==> config.mk <==
export PLATFORM = sky130hd
export DESIGN_NAME = mem_access_unit
export DESIGN_NICKNAME = d
export VERILOG_FILES = /design/src/rtl/mem_access_unit.sv
export SDC_FILE = /design/constraint.sdc
export NUM_CORES = 1
export LEC_CHECK = 0
export CORE_MARGIN = 4
export CORE_UTILIZATION = 45
export DETAILED_ROUTE_END_ITERATION = 6
export GPL_TIMING_DRIVEN = 0
export PLACE_DENSITY = 0.77
export RECOVER_POWER = 25
export SLEW_MARGIN = 20
export SYNTH_ARGS = -nofsm -noshare
export SYNTH_HDL_FRONTEND = slang
export SYNTH_SLANG_ARGS = --single-unit
==> constraint.sdc <==
create_clock -name clk -period 5 [get_ports clk]
set_input_delay 1 -clock clk [delete_from_list [all_inputs] [get_ports clk]]
set_output_delay 1 -clock clk [all_outputs]
set_load 0.02 [all_outputs]
==> src/rtl/mem_access_unit.sv <==
// mem_access_unit: MEM-stage initiator for the word-addressed data memory.
// Turns byte/half/word load/store requests into Rd/Wr/Addr/In_Data cycles,
// performs read-modify-write for sub-word stores, extends load data and
// stalls the pipeline until each access has completed.
// Optional feature: define MEM_BIG_ENDIAN_EN for big-endian lane mapping.
//
// Handshake: a request is taken while req_valid=1 in IDLE; the pipeline holds
// the request stable while stall=1; completion is a one-cycle rsp_valid pulse
// (stall is low in that cycle so the pipeline advances on the same edge).
module mem_access_unit #(
    parameter int len_addr = 32,
    parameter int len_data = 32,
    parameter int RD_LAT   = 2
) (
    input  logic                clk,
    input  logic                rst_n,
    input  logic                req_valid,
    input  logic                req_we,
    input  logic [1:0]          req_size,
    input  logic                req_unsigned,
    input  logic [len_addr-1:0] req_addr,
    input  logic [len_data-1:0] req_wdata,
    output logic                stall,
    output logic                rsp_valid,
    output logic [len_data-1:0] rsp_rdata,
    output logic                addr_err,
    output logic                Rd,
    output logic                Wr,
    output logic [len_addr-1:0] Addr,
    output logic [len_data-1:0] In_Data,
    input  logic [len_data-1:0] Out_Data
);

    localparam int CNT_W = (RD_LAT > 1) ? $clog2(RD_LAT) : 1;

    typedef enum logic [2:0] {S_IDLE, S_RD, S_CAP, S_WR, S_DONE} state_t;

    state_t              state, next_state;
    logic [1:0]          off_q;
    logic [1:0]          size_q;
    logic                we_q, uns_q, err_q;
    logic [31:0]         wdata_q, data_q;
    logic [CNT_W-1:0]    cnt;
    logic                misaligned;
    logic [4:0]          st_shift, ld_shift;
    logic [31:0]         lane_mask, merged, ld_lane, ld_ext;

    // Bit position of the addressed lane inside the 32-bit word.
    function automatic logic [4:0] lane_shift(input logic [1:0] size, input logic [1:0] off);
        logic [4:0] sh;
        sh = 5'd0;
`ifdef MEM_BIG_ENDIAN_EN
        if (size == 2'b00)      sh = {~off, 3'b000};
        else if (size == 2'b01) sh = {~off[1], 4'b0000};
`else
        if (size == 2'b00)      sh = {off, 3'b000};
        else if (size == 2'b01) sh = {off[1], 4'b0000};
`endif
        return sh;
    endfunction

    // Alignment check and lane arithmetic for the store merge and load extension.
    always_comb begin
        misaligned = ((req_size == 2'b01) && req_addr[0]) ||
                     (req_size[1] && (req_addr[1:0] != 2'b00));
        st_shift   = lane_shift(size_q, off_q);
        ld_shift   = st_shift;
        lane_mask  = (size_q == 2'b00) ? (32'h0000_00FF << st_shift)
                                       : (32'h0000_FFFF << st_shift);
        merged     = (Out_Data & ~lane_mask) | ((wdata_q << st_shift) & lane_mask);
        ld_lane    = data_q >> ld_shift;
        case (size_q)
            2'b00:   ld_ext = {{24{~uns_q & ld_lane[7]}}, ld_lane[7:0]};
            2'b01:   ld_ext = {{16{~uns_q & ld_lane[15]}}, ld_lane[15:0]};
            default: ld_ext = data_q;
        endcase
    end

    // State register.
    always_ff @(posedge clk or negedge rst_n) begin
        if (!rst_n) state <= S_IDLE;
        else        state <= next_state;
    end

    // Next-state logic.
    always_comb begin
        next_state = state;
        case (state)
            S_IDLE: if (req_valid) begin
                if (misaligned)                next_state = S_DONE;
                else if (req_we && req_size[1]) next_state = S_WR;
                else                           next_state = S_RD;
            end
            S_RD:    if (cnt == '0) next_state = S_CAP;
            S_CAP:   next_state = we_q ? S_WR : S_DONE;
            S_WR:    next_state = S_DONE;
            S_DONE:  next_state = S_IDLE;
            default: next_state = S_IDLE;
        endcase
    end

    // Combinational outputs: stall and the response.
    always_comb begin
        stall     = req_valid && (state != S_DONE);
        rsp_valid = (state == S_DONE);
        addr_err  = (state == S_DONE) && err_q;
        rsp_rdata = (state == S_DONE && !we_q && !err_q) ? ld_ext : '0;
    end

    // Request latch, read-latency counter, capture and registered memory signals.
    always_ff @(posedge clk or negedge rst_n) begin
        if (!rst_n) begin
            off_q   <= '0;
            size_q  <= '0;
            we_q    <= 1'b0;
            uns_q   <= 1'b0;
            err_q   <= 1'b0;
            wdata_q <= '0;
            data_q  <= '0;
            cnt     <= '0;
            Rd      <= 1'b0;
            Wr      <= 1'b0;
            Addr    <= '0;
            In_Data <= '0;
        end else begin
            if (state == S_IDLE && req_valid) begin
                off_q   <= req_addr[1:0];
                size_q  <= req_size;
                we_q    <= req_we;
                uns_q   <= req_unsigned;
                err_q   <= misaligned;
                wdata_q <= req_wdata;
                cnt     <= CNT_W'(RD_LAT - 1);
                if (!misaligned) Addr <= {2'b00, req_addr[len_addr-1:2]};
            end
            if (state == S_RD && cnt != '0) cnt <= cnt - 1'b1;
            if (state == S_CAP) data_q <= Out_Data;
            Rd <= (next_state == S_RD);
            Wr <= (next_state == S_WR);
            if (next_state == S_WR)
                In_Data <= (state == S_CAP) ? merged : req_wdata;
        end
    end

endmodule

==> results.cfg <==
[status]
status = finished with violations
violations = max-capacitance violations, max-slew violations

[detailed_routing]
drt-pass1-iter-count = 5
first_iter_violations = 626
ant_nets = 0
avgRoutedWirePerCell_um = 20.6
drc_errors = 0
viasPerCell = 5.83
vias = 6319
wirelength_um = 22300

[sta]
setup_violations = 0
fin_ws_ns = 0.605
timing.fmax_ghz = 0.228
worst_pin_slew_ns = 3.26
finalCriticalPeriod_ns = 4.39
finalHoldViolations = 0
rsz0062_at_grt = no
post-route-period-util = 0.879
maxSlewViolCount = 58
relSlewSlack = -1.17
skew_ns = 0.0113

[clock_tree]
clkSlewWorstSetupHoldPaths_ns = 0.06
worst_skew_pair.late_latency_ns = 0.43
post_cts_buffers = 0
cts_max_level = 4
cts_buffer_depth = 2
cts_tree = yes
cts_made_buffers = 17
ctsRootBufferMaster = clkbuf_16
cts_sinks = 123
cts_hold_buf = 0
cts.repair.resized = 0

[finish]
drive_gt1_frac = 0.142
final_util = 0.651
multiInputGateArea_um2 = 3200
fillerInstances = 1216
finalInstanceArea_um2 = 9430
area_growth_pct = 42.2
num_antenna_cells = 0
nNetsFinal = 989
seqCellArea_um2 = 3080

[logic_synthesis]
synth_flop_cell = dfrtp_1
synth_area_leaders = dfrtp_1 46%, mux2_2 10%, nand2_1 7.5%
synth_top_area_cell = dfrtp_1
synth_top_area_frac = 0.464
synth-compound-area-share = 0.216
async_flop_share = 1.00
ys_seq_area_frac = 0.464
synth_edf_count = 0
synth_top_family_by_area = compound AO/OA/AOI/OAI gates
syn-cell-area_um2 = 6630
ys_types = 57
synth_xor_area_frac = 0
yosysMostFrequentCell = nand2_1
ys_seq_elements = 123
synth_cells = 664
synth_adder_area_share = 0
synth_common_cells = 132 x nand2_1, 123 x dfrtp_1, 59 x mux2_2, 35 x a21oi_1, 34 x o21ai_0
synthMuxAreaShare = 0.132
avgSynthCellArea_um2 = 9.98
yosys_warnings = 0
synth_simple_gate_area_share = 0.133

[floorplan]
start_util = 0.458
core.rowCount = 44
die_w_um = 129
dieHeight_um = 129
pin_count = 204
die_area_um2 = 16700
core_um2 = 14500

[setup_path]
path_max_fanout = 10
reg2reg_depth = 6
cp_data_arrival_time_ns = 3.39
cp.required_ns = 4.00
startpoint_type = flip-flop
cp-end-kind = output pin
critPathKind = flip-flop to output pin

[global_routing]
grt_pass1_vias = 6293
grt_usage = 0.267
antenna_found_initial = 0
grt_pass1_wl_um = 34100
grt_overflow = 0
grt_start_max_net_pins = 67

[power_and_ir_drop]
p_leak_nw = 3.91
power.density_nw_per_um2 = 668
ir_drop_v = 0.000384

[worst_hold_path]
hold_depth = 1
hold_class = flip-flop to flip-flop

[placement]
dp_hpwl_um = 16900
numPortBuffers = 201
place.gp.congestion = 0.954
placed_area_um2 = 8900
pre_cts_ws_ns = 1.17

[flow_run]
cap_violations = 1
cell type report:
class                           count  share of cell area
Inverter                           10             0.00398
Clock buffer                       19              0.0459
Timing Repair Buffer              202               0.216
Sequential cell                   123               0.327
Multi-Input combinational cell    468               0.339
Tap cell                          184              0.0244
Clock inverter                     13              0.0105
Buffer                             64              0.0340
per-layer routing:
| layer | GRT usage | up-vias | part of all wire |
|---|---|---|---|
| li1 | - | 2868 | - |
| met5 | 0 | - | 0 |
| met2 | 0.419 | 358 | 0.46 |
| met4 | 0.0902 | 0 | 0.026 |
| met3 | 0.0878 | 47 | 0.11 |
| met1 | 0.351 | 3046 | 0.40 |
worst max-delay path, cell delays in order (launching register included):
cell	delay [ns]
dfrtp_1	0.44
buf_2	0.21
inv_1	0.15
clkbuf_1	0.51
buf_1	0.46
nand4_1	0.32
a21oi_1	0.24
clkdlybuf4s50_1	0.63
sequential cells by signal (all words and copies together) (netlist names):
name     cells
In_Data     32
uns_q        1
size_q       2
Wr           1
data_q      32
we_q         1
err_q        1
Addr        30
Rd           1
wdata_q     16
state        3
off_q        2
cnt          1
where the power goes:
group          total (mW)  switching (mW)  internal [mW]
Clock                1.11           0.475          0.634
Combinational        3.29            1.85           1.43
Sequential           1.90           0.405           1.50
Total                6.30            2.73           3.57
metrics by stage:
step / hold slack (ns) / setup TNS, ns / power [mW] / cells
after floorplan: 0.463 / 0 / 3.83 / 665
after global placement: 0.474 / -234.75 / 5.07 / 1050
after detailed placement: 0.475 / 0 / 5.14 / 1051
after CTS: 0.497 / 0 / 6.28 / 1083
after global routing: 0.513 / 0 / 6.66 / 1083
final: 0.490 / 0 / 6.30 / 1083
cell families after synthesis:
logic type | after synthesis
AND/OR/NAND/NOR | 190
AO/OA/AOI/OAI | 198
buffers and inverters | 74
other | 1
multiplexers | 78
flip-flops | 123
cell usage in the layout, fill, tap and decap left out, drive strengths merged, types with 9 or more instances in the layout:
cell type and count:
a211oi 9, a21oi 36, a221oi 12, a31oi 11, buf 37, clkbuf 48, clkdlybuf4s50 200, clkinv 9
dfrtp 123, inv 11, mux2 76, nand2 132, nor2 17, o211ai 19, o21ai 37, o221ai 11
o31ai 16
worst paths after layout:
path	from	slack, ns	to
worst max-delay path	size_q[1]	0.61	rsp_rdata[14]
worst min-delay path	In_Data[16]	0.49	In_Data[16]
worst max register to register	size_q[1]	2.62	In_Data[7]
worst min register to register	In_Data[16]	0.49	In_Data[16]
max in group asynchronous	rst_n	1.50	Addr[28]
min in group asynchronous	rst_n	1.67	In_Data[26]
Note: power is estimated with default switching activity, not from simulation.
